<file path="src/rtl/spi_flash_pkg.sv">
// Shared types and constants for the SPI flash arbiter: FSM states, bus widths, requester IDs.
package spi_flash_pkg;

    localparam int unsigned ADDR_W = 24;
    localparam int unsigned DATA_W = 32;

    typedef enum logic [1:0] {
        ST_WAIT_INIT = 2'd0,
        ST_IDLE      = 2'd1,
        ST_ISSUE     = 2'd2,
        ST_RESP      = 2'd3
    } state_e;

    typedef enum logic {
        REQ_I = 1'b0,
        REQ_D = 1'b1
    } req_id_e;

endpackage

</file>
<file path="src/rtl/spi_flash_arbiter_if.sv">
// Requester and flash-reader signal bundle; slave = arbiter side, master = requesters/reader side.
interface spi_flash_arbiter_if;
    import spi_flash_pkg::*;

    logic              i_req;
    logic [ADDR_W-1:0] i_addr;
    logic              i_ack;
    logic [DATA_W-1:0] i_data;
    logic              d_req;
    logic [ADDR_W-1:0] d_addr;
    logic              d_ack;
    logic [DATA_W-1:0] d_data;
    logic              flash_start;
    logic [ADDR_W-1:0] flash_addr;
    logic [DATA_W-1:0] flash_data;
    logic              flash_init_done;
    logic              flash_recv_done;

    modport slave (
        input  i_req, i_addr, d_req, d_addr, flash_data, flash_init_done, flash_recv_done,
        output i_ack, i_data, d_ack, d_data, flash_start, flash_addr
    );

    modport master (
        output i_req, i_addr, d_req, d_addr, flash_data, flash_init_done, flash_recv_done,
        input  i_ack, i_data, d_ack, d_data, flash_start, flash_addr
    );

endinterface

</file>
<file path="src/rtl/spi_flash_rr_arb.sv">
// Two-way round-robin grant between instruction and data requesters with a last-grant register.
module spi_flash_rr_arb
    import spi_flash_pkg::*;
(
    input  logic    clk,
    input  logic    reset_n,
    input  logic    i_req,
    input  logic    d_req,
    input  logic    upd,
    input  req_id_e upd_id,
    output logic    grant_valid_c,
    output req_id_e grant_id_c
);

    req_id_e last_q;

    // Starts as d so that i wins the first tie.
    always_ff @(posedge clk or negedge reset_n) begin
        if (!reset_n) begin
            last_q <= REQ_D;
        end else if (upd) begin
            last_q <= upd_id;
        end
    end

    always_comb begin
        grant_valid_c = i_req | d_req;
        grant_id_c    = REQ_I;
        if (i_req && d_req) begin
            grant_id_c = (last_q == REQ_I) ? REQ_D : REQ_I;
        end else if (d_req) begin
            grant_id_c = REQ_D;
        end
    end

endmodule

</file>
<file path="src/rtl/spi_flash_arbiter.sv">
// Arbitrates i/d word reads onto a single SPI flash reader.
// Optional one-entry last-word cache enabled by SPI_FLASH_ARB_CACHE_EN.
module spi_flash_arbiter
    import spi_flash_pkg::*;
(
    input  logic               clk,
    input  logic               reset_n,
    spi_flash_arbiter_if.slave bus,
    output logic               busy
);

    state_e            state_q, next_state;
    req_id_e           gnt_q, grant_id_c, resp_id_c;
    logic              grant_valid_c, upd_c;
    logic              recv_prev_q, recv_rise_c;
    logic              take_c, hit_c, resp_load_c;
    logic [ADDR_W-1:0] addr_q, sel_addr_c;
    logic [DATA_W-1:0] i_data_q, d_data_q, resp_word_c;
    logic              flash_start_q, i_ack_q, d_ack_q, busy_q;

    assign upd_c = (state_q == ST_RESP);

    spi_flash_rr_arb u_arb (
        .clk           (clk),
        .reset_n       (reset_n),
        .i_req         (bus.i_req),
        .d_req         (bus.d_req),
        .upd           (upd_c),
        .upd_id        (gnt_q),
        .grant_valid_c (grant_valid_c),
        .grant_id_c    (grant_id_c)
    );

    // Only the first high cycle of the two-cycle recv_done pulse counts.
    assign recv_rise_c = bus.flash_recv_done & ~recv_prev_q;
    assign sel_addr_c  = (grant_id_c == REQ_I) ? bus.i_addr : bus.d_addr;
    assign resp_id_c   = (state_q == ST_IDLE) ? grant_id_c : gnt_q;

`ifdef SPI_FLASH_ARB_CACHE_EN
    logic              cache_valid_q;
    logic [ADDR_W-1:0] cache_tag_q;
    logic [DATA_W-1:0] cache_data_q;

    assign hit_c       = cache_valid_q && (cache_tag_q == sel_addr_c);
    assign resp_word_c = (state_q == ST_IDLE) ? cache_data_q : bus.flash_data;

    // Refilled on every miss completion.
    always_ff @(posedge clk or negedge reset_n) begin
        if (!reset_n) begin
            cache_valid_q <= 1'b0;
            cache_tag_q   <= '0;
            cache_data_q  <= '0;
        end else if (resp_load_c && (state_q == ST_ISSUE)) begin
            cache_valid_q <= 1'b1;
            cache_tag_q   <= addr_q;
            cache_data_q  <= bus.flash_data;
        end
    end
`else
    assign hit_c       = 1'b0;
    assign resp_word_c = bus.flash_data;
`endif

    always_ff @(posedge clk or negedge reset_n) begin
        if (!reset_n) begin
            state_q <= ST_WAIT_INIT;
        end else begin
            state_q <= next_state;
        end
    end

    always_comb begin
        next_state  = state_q;
        take_c      = 1'b0;
        resp_load_c = 1'b0;
        case (state_q)
            ST_WAIT_INIT: begin
                if (bus.flash_init_done) begin
                    next_state = ST_IDLE;
                end
            end
            ST_IDLE: begin
                if (grant_valid_c) begin
                    take_c = 1'b1;
                    if (hit_c) begin
                        next_state  = ST_RESP;
                        resp_load_c = 1'b1;
                    end else begin
                        next_state = ST_ISSUE;
                    end
                end
            end
            ST_ISSUE: begin
                if (recv_rise_c) begin
                    next_state  = ST_RESP;
                    resp_load_c = 1'b1;
                end
            end
            ST_RESP: next_state = ST_IDLE;
            default: next_state = ST_WAIT_INIT;
        endcase
    end

    // Outputs are registered against next_state so they line up with the state they describe.
    always_ff @(posedge clk or negedge reset_n) begin
        if (!reset_n) begin
            recv_prev_q   <= 1'b0;
            gnt_q         <= REQ_I;
            addr_q        <= '0;
            flash_start_q <= 1'b0;
            i_ack_q       <= 1'b0;
            d_ack_q       <= 1'b0;
            i_data_q      <= '0;
            d_data_q      <= '0;
            busy_q        <= 1'b0;
        end else begin
            recv_prev_q   <= bus.flash_recv_done;
            flash_start_q <= (next_state == ST_ISSUE);
            busy_q        <= (next_state != ST_IDLE);
            i_ack_q       <= resp_load_c && (resp_id_c == REQ_I);
            d_ack_q       <= resp_load_c && (resp_id_c == REQ_D);
            if (take_c) begin
                gnt_q  <= grant_id_c;
                addr_q <= sel_addr_c;
            end
            if (resp_load_c && (resp_id_c == REQ_I)) begin
                i_data_q <= resp_word_c;
            end
            if (resp_load_c && (resp_id_c == REQ_D)) begin
                d_data_q <= resp_word_c;
            end
        end
    end

    assign bus.flash_start = flash_start_q;
    assign bus.flash_addr  = addr_q;
    assign bus.i_ack       = i_ack_q;
    assign bus.i_data      = i_data_q;
    assign bus.d_ack       = d_ack_q;
    assign bus.d_data      = d_data_q;
    assign busy            = busy_q;

endmodule

</file>
<file path="src/flat_wrapper.sv">
// flat-port wrapper written by rule: the top's interface ports become plain ports
module spi_flash_arbiter_flat import spi_flash_pkg::*;
  (clk, reset_n, busy, bus_i_req, bus_i_addr, bus_d_req, bus_d_addr, bus_flash_data, bus_flash_init_done, bus_flash_recv_done, bus_i_ack, bus_i_data, bus_d_ack, bus_d_data, bus_flash_start, bus_flash_addr);
  spi_flash_arbiter_if bus_i ();
  input  logic clk;
  input  logic reset_n;
  output logic busy;
  input wire logic [$bits(bus_i.i_req)-1:0] bus_i_req;
  input wire logic [$bits(bus_i.i_addr)-1:0] bus_i_addr;
  input wire logic [$bits(bus_i.d_req)-1:0] bus_d_req;
  input wire logic [$bits(bus_i.d_addr)-1:0] bus_d_addr;
  input wire logic [$bits(bus_i.flash_data)-1:0] bus_flash_data;
  input wire logic [$bits(bus_i.flash_init_done)-1:0] bus_flash_init_done;
  input wire logic [$bits(bus_i.flash_recv_done)-1:0] bus_flash_recv_done;
  output wire logic [$bits(bus_i.i_ack)-1:0] bus_i_ack;
  output wire logic [$bits(bus_i.i_data)-1:0] bus_i_data;
  output wire logic [$bits(bus_i.d_ack)-1:0] bus_d_ack;
  output wire logic [$bits(bus_i.d_data)-1:0] bus_d_data;
  output wire logic [$bits(bus_i.flash_start)-1:0] bus_flash_start;
  output wire logic [$bits(bus_i.flash_addr)-1:0] bus_flash_addr;
  assign bus_i.i_req = bus_i_req;
  assign bus_i.i_addr = bus_i_addr;
  assign bus_i.d_req = bus_d_req;
  assign bus_i.d_addr = bus_d_addr;
  assign bus_i.flash_data = bus_flash_data;
  assign bus_i.flash_init_done = bus_flash_init_done;
  assign bus_i.flash_recv_done = bus_flash_recv_done;
  assign bus_i_ack = bus_i.i_ack;
  assign bus_i_data = bus_i.i_data;
  assign bus_d_ack = bus_i.d_ack;
  assign bus_d_data = bus_i.d_data;
  assign bus_flash_start = bus_i.flash_start;
  assign bus_flash_addr = bus_i.flash_addr;
  spi_flash_arbiter u_core (.clk(clk), .reset_n(reset_n), .bus(bus_i), .busy(busy));
endmodule
</file>
<file path="config.mk">
export PLATFORM = sky130hd
export DESIGN_NAME = spi_flash_arbiter_flat
export DESIGN_NICKNAME = d
export VERILOG_FILES = /design/src/rtl/spi_flash_pkg.sv /design/src/rtl/spi_flash_arbiter_if.sv /design/src/rtl/spi_flash_rr_arb.sv /design/src/rtl/spi_flash_arbiter.sv /design/src/flat_wrapper.sv
export SDC_FILE = /design/constraint.sdc
export NUM_CORES = 1
export LEC_CHECK = 0
export BUFFER_PORTS_ARGS = -buffer_cell sky130_fd_sc_hd__buf_2
export CAP_MARGIN = 5
export CORE_MARGIN = 3
export CORE_UTILIZATION = 25
export CTS_BUF_LIST = sky130_fd_sc_hd__clkbuf_16
export DETAILED_ROUTE_END_ITERATION = 16
export HOLD_SLACK_MARGIN = 0.12
export PLACE_DENSITY_LB_ADDON = 0.25
export SETUP_SLACK_MARGIN = 0.5
export SLEW_MARGIN = 30
export SYNTH_ARGS = -nofsm -noshare
export SYNTH_HDL_FRONTEND = slang
export SYNTH_HIERARCHICAL = 1
export SYNTH_SLANG_ARGS = --single-unit
export TNS_END_PERCENT = 50
</file>
<file path="constraint.sdc">
create_clock -name clk -period 4.5 [get_ports clk]
set_input_delay 1.35 -clock clk [delete_from_list [all_inputs] [get_ports clk]]
set_output_delay 1.35 -clock clk [all_outputs]
set_load 0.1 [all_outputs]
</file>
==> results of run 1 <==
[per-stage QoR]
| step | std cells | cell area (um^2) |
|---|---|---|
| 2_1_floorplan | 266 | 3920 |
| 3_3_place_gp | 643 | 5030 |
| 3_5_place_dp | 643 | 5030 |
| 4_1_cts | 659 | 5320 |
| 5_1_grt | 660 | 5350 |
| 6_report | 660 | 5350 |
[state kept, by name, summed over array words and instances, names as in the netlist]
name	count
u_core/busy	1
u_core/bus.flash_addr	24
u_core/bus.flash_start	1
u_core/gnt_q	1
u_core/state_q	2
u_core/recv_prev_q	1
u_core/u_arb/last_q	1
u_core/bus.d_data	32
u_core/bus.d_ack	1
u_core/bus.i_data	32
u_core/bus.i_ack	1
[worst reg2reg max path, stage by stage, from the launching register on]
cell and delay [ns]:
dfrtp_1 0.43, and4bb_1 0.33, nor2b_4 0.29, buf_4 0.51, mux2_2 0.41
[cell families (layout without fill, tap and decap cells)]
kind of cell / count (synthesis) / in the layout / share of synthesized area, %
flops: 97 / 97 / 61.9
mux: 90 / 90 / 27.9
simple gates: 36 / 36 / 4.18
compound gates: 27 / 27 / 3.51
buf+inv: 16 / 199 / 2.49
[final cells by class]
type	instances	area share [%]
clock inverters	7	1.15
inverters	1	0.0702
flip-flops and latches	97	45.4
clock buffers	9	4.21
well taps	211	4.94
repair buffers	182	17.6
multi-input cells	153	26.5
[per-layer routing]
layer / wire length, um / vias to the layer above
li1: - / 1281
met1: 3990 / 1240
met2: 4280 / 110
met3: 728 / 10
met4: 173 / 0
met5: 0 / -
[worst paths after layout]
check / startpoint / slack [ns] / end
min in group asynchronous: reset_n / 1.01 / u_core/bus.i_data[6]$_DFFE_PN0P_
max: bus_flash_recv_done / 1.82 / u_core/bus.i_data[0]$_DFFE_PN0P_
min reg2reg: u_core/bus.flash_addr[0]$_DFFE_PN0P_ / 0.48 / u_core/bus.flash_addr[0]$_DFFE_PN0P_
max reg2reg: u_core/state_q[0]$_DFF_PN0_ / 2.42 / u_core/bus.i_data[0]$_DFFE_PN0P_
max in group asynchronous: reset_n / 2.64 / u_core/u_arb/last_q$_DFFE_PN1P_
min: u_core/bus.flash_addr[0]$_DFFE_PN0P_ / 0.48 / u_core/bus.flash_addr[0]$_DFFE_PN0P_
[placed cells by master (no fill, tap or decap), types with 2 or more instances in the layout]
cell / count
inv_1: 2
nor2b_1: 2
o21ai_0: 26
buf_4: 5
mux2i_1: 24
mux2_2: 36
nand2_1: 25
clkbuf_16: 10
buf_2: 176
mux2_4: 30
dfrtp_1: 96
clkinv_2: 3
==> results.json, run 1 <==
{
  "cts_resized": 0,
  "skew_ns": 0.00959,
  "cts_max_level": 3,
  "status": "finished, final reports clean",
  "min_path_cells": 2,
  "finalSetupViolCount": 0,
  "die_area_um2": 17200,
  "criticalPathCategory": "primary input to register",
  "coreArea_um2": 15300,
  "drt_pass1_iterations": 4,
  "pre_cts_ws_ns": 1.43,
  "hold_viol_final": 0,
  "path_cells": "buf_2 -> and4bb_1 -> nor2b_4 -> buf_4 -> mux2_2",
  "post_cts_buffers": 0,
  "grt_pass1_wl_um": 15000,
  "synth_ff_type": "dfrtp_1",
  "pin_count": 178,
  "antenna_found_initial": 0,
  "antenna_cells": 0,
  "syn_area_per_cell_um2": 14.8,
  "wl_per_cell_um": 13.9,
  "critPathMaxFanout": 28,
  "cts_tree": "built",
  "netlist_instances": 266,
  "ys_seq_area_share_pct": 61.9,
  "viasPerCell": 4.00,
  "drive_gt1_share_pct": 59.5,
  "synthDominantCellAreaShare_pct": 61.2,
  "insertion_delay_ns": 0.34,
  "grt_max_degree": 49,
  "required_ns": 4.72,
  "fin_util_pct": 35.0,
  "drc": 0,
  "synth_edf_count": 0,
  "wl_um": 9170,
  "r2r_cells": 4,
  "place_hpwl_um": 6700,
  "cp_top_family": "buffers and inverters",
  "critPathBufInv": 2,
  "postCtsHoldBufs": 0,
  "yosysTopAreaCell": "dfrtp_1",
  "multiInputGateArea_um2": 1420,
  "crit_slowest_cell": "buf_4",
  "clk_pin_slew_ns": 0.06,
  "setup_ws_ns": 1.82,
  "crit_path_start_kind": "primary input",
  "max_clock_freq_mhz": 374,
  "period_needed_ns": 2.68,
  "ys_ff_latch": 97,
  "fin_hold_ws_ns": 0.476,
  "slew_headroom_pct": 41.6,
  "regArea_um2": 2430,
  "critPathMaxStageDelay_ns": 0.51,
  "io_buffers": 177,
  "worstSetupEndpointType": "register",
  "grt_use_met2_pct": 17.7,
  "worst_pin_slew_ns": 0.873,
  "crit_arrival_ns": 2.90,
  "ant_nets": 0,
  "maxCapViolCount": 0,
  "rows": 45,
  "start_util_pct": 25.7,
  "grt_busiest_layer": "met2",
  "synth_nets": 352,
  "synth_warnings": 6,
  "grt_usage_pct": 11.0,
  "yosysUniqueCellTypes": 20,
  "drv_slew": 0,
  "crit_cells": 5,
  "syn_area_um2": 3920,
  "period_share_pct": 59.5,
  "synthToLayoutAreaGrowth_pct": 36.2,
  "num_vias": 2641,
  "holdCritPathClass": "register to register",
  "async_reset_ff_share_pct": 100,
  "grt-ovfl-total": 0,
  "use_met1_pct": 13.4,
  "met3_usage_pct": 3.64,
  "die_w_um": 131,
  "first_iter_violations": 88,
  "nNetsFinal": 530,
  "gp_congestion": 0.688,
  "yosysMostFrequentCell": "dfrtp_1",
  "first_global_vias": 2875,
  "die_h_um": 131,
  "yosys-top-cells-count": "96 x dfrtp_1, 36 x mux2_2, 30 x mux2_4",
  "cts_made_buffers": 9,
  "cts.sinks": 97,
  "rsz0062_at_grt": "no",
  "fin_setup_tns_ns": 0,
  "clk_path_buf_depth": 2,
  "synth_area_leaders": "dfrtp_1 61%, mux2_4 11%, mux2_2 10%, mux2i_1 6.1%, o21ai_0 3.3%",
  "fillers": 1514,
  "cts-root-buf": "clkbuf_16"
}
Power of run 1 is not shown: default switching activity piles up to over one toggle a cycle in this logic, so the estimate is an artifact.
==> run 2, diff against run 1 <==
ABC_AREA = 1   (was default)
clock period = 2.15 ns   (was 4.5 ns; I/O delays follow)
==> results.json, run 2 <==
{
  "cts_made_buffers": 9,
  "multiInputGateArea_um2": 1470,
  "wl_um": 11900,
  "synthDominantCellAreaShare_pct": 57.7,
  "holdCritPathClass": "primary input to asynchronous set/reset pin",
  "dpl.cell_count": 829,
  "synth_ff_type": "dfrtp_1",
  "startpoint": "u_core/bus.d_data[28]$_DFFE_PN0P_",
  "finalSetupViolCount": 0,
  "crit_slowest_cell": "dfrtp_1",
  "period_share_pct": 77.0,
  "drt_pass1_iterations": 4,
  "layout.cells.non_filler": 845,
  "critPathMaxFanout": 2,
  "path_cells": "clkbuf_4",
  "clk_path_buf_depth": 2,
  "final_common_cell": "nand2_1",
  "critPathBufInv": 1,
  "grt_max_degree": 39,
  "cts_max_level": 3,
  "start_util_pct": 25.8,
  "crit_arrival_ns": 1.01,
  "stdcell_area_um2": 6050,
  "first_global_vias": 3810,
  "fillers": 1680,
  "synth_area_leaders": "dfrtp_1 58%, nand2_1 17%, nand3_1 7.9%, o211ai_1 4.3%, or2_2 3.8%",
  "drc": 0,
  "num_vias": 3701,
  "worst_pin_slew_ns": 0.398,
  "yosys-top-cells-count": "187 x nand2_1, 96 x dfrtp_1, 66 x nand3_1",
  "viasPerCell": 4.38,
  "grt_pass1_wl_um": 19300,
  "regArea_um2": 2430,
  "die_area_um2": 18200,
  "max_clock_freq_mhz": 604,
  "coreArea_um2": 16100,
  "hold_viol_final": 0,
  "skew_ns": 0.00441,
  "post_cts_buffers": 0,
  "io_buffers": 177,
  "synth_warnings": 6,
  "yosysTopAreaCell": "dfrtp_1",
  "insertion_delay_ns": 0.34,
  "first_iter_violations": 199,
  "async_reset_ff_share_pct": 100,
  "synth_edf_count": 0,
  "yosysUniqueCellTypes": 21,
  "crit_path_start_kind": "register",
  "antenna_found_initial": 1,
  "die_h_um": 135,
  "gp_congestion": 0.770,
  "rsz0062_at_grt": "yes",
  "final_cell_mix": "187 x nand2_1, 96 x dfrtp_1, 84 x buf_2, 68 x buf_6, 66 x nand3_1",
  "pin_count": 178,
  "die_w_um": 135,
  "period_needed_ns": 1.65,
  "syn_area_per_cell_um2": 9.21,
  "syn_area_um2": 4160,
  "fin_setup_tns_ns": 0,
  "clk_pin_slew_ns": 0.06,
  "place_hpwl_um": 8670,
  "yosysMostFrequentCell": "nand2_1",
  "cts-root-buf": "clkbuf_16",
  "placed_area_um2": 5230,
  "netlist_instances": 452,
  "wl_per_cell_um": 14.1,
  "maxCapViolCount": 0,
  "ys_seq_area_share_pct": 58.3,
  "critPathMaxStageDelay_ns": 0.35,
  "cts_tree": "built",
  "cts.sinks": 97,
  "criticalPathCategory": "register to output port",
  "slew_headroom_pct": 73.5,
  "reg2reg_from": "u_core/state_q[0]$_DFF_PN0_",
  "ant_nets": 0,
  "antenna_cells": 0,
  "synth_nets": 538,
  "grt_usage_pct": 13.4,
  "cp_top_family": "flip-flops",
  "drive_gt1_share_pct": 38.3,
  "required_ns": 1.50,
  "nNetsFinal": 710,
  "ys_ff_latch": 97,
  "worstSetupEndpointType": "output port",
  "grt-ovfl-total": 0,
  "drv_slew": 0,
  "synthToLayoutAreaGrowth_pct": 45.3,
  "rows": 46,
  "status": "finished, final reports clean"
}
run 2: changes by cell type in the layout (fill, tap and decap cells not counted), moves of 25 or more:
cell | before | now
o21ai_0 | 26 | 1
nand3_1 | 0 | 66
mux2_2 | 36 | 0
buf_2 | 176 | 84
nand2_1 | 25 | 187
buf_6 | 0 | 68
buf_4 | 5 | 32
mux2_4 | 30 | 0
run 2: what timing repair did:
action,in CTS,in global routing
hold buffers,0,0
endpoints found under the setup margin,92,51
gates cloned,0,0
resized for setup,109,77
run 2: cells by family (layout without fill, tap and decap cells):
| group | Yosys count | count (layout) | share of synthesized area (%) |
|---|---|---|---|
| simple gates | 288 | 288 | 30.6 |
| flops | 97 | 97 | 58.3 |
| buf+inv | 41 | 218 | 6.46 |
| compound gates | 26 | 26 | 4.57 |
run 2: area by class of cell:
class,instances,area share [%]
clock buffers,9,3.72
clock inverters,7,1.74
inverters,13,0.807
multi-input cells,314,24.3
flip-flops and latches,97,40.2
well taps,216,4.47
repair buffers,189,24.8
run 2: stage by stage:
step,hold WS (ns),utilization [%],worst slack [ns]
final,0.223,37.5,0.495
after global routing,0.235,37.5,0.462
after floorplan,0.349,-,0.541
after detailed placement,0.453,32.5,0.355
after global placement,0.448,32.5,0.370
after CTS,0.217,36.6,0.367
run 2: worst paths after layout:
| check | endpoint | slack (ns) | cells after the start |
|---|---|---|---|
| max in group asynchronous | u_core/u_arb/last_q$_DFFE_PN1P_ | 1.34 | 2 |
| min reg2reg | u_core/u_arb/last_q$_DFFE_PN1P_ | 0.47 | 2 |
| min | u_core/bus.i_data[28]$_DFFE_PN0P_ | 0.22 | 1 |
| max | bus_d_data[28] | 0.50 | 1 |
| max reg2reg | u_core/bus.i_data[31]$_DFFE_PN0P_ | 0.71 | 6 |
| min in group clk | u_core/recv_prev_q$_DFF_PN0_ | 0.43 | 1 |
run 2: routing by layer:
layer,part of all wire [%],GRT usage (%),vias to the layer above
met5,0.059,0,-
met4,1.6,4.59,2
met3,8.8,4.21,19
met2,47,22.2,150
met1,42,16.5,1734
li1,-,-,1796
Power of run 2 is left out for the same reason.
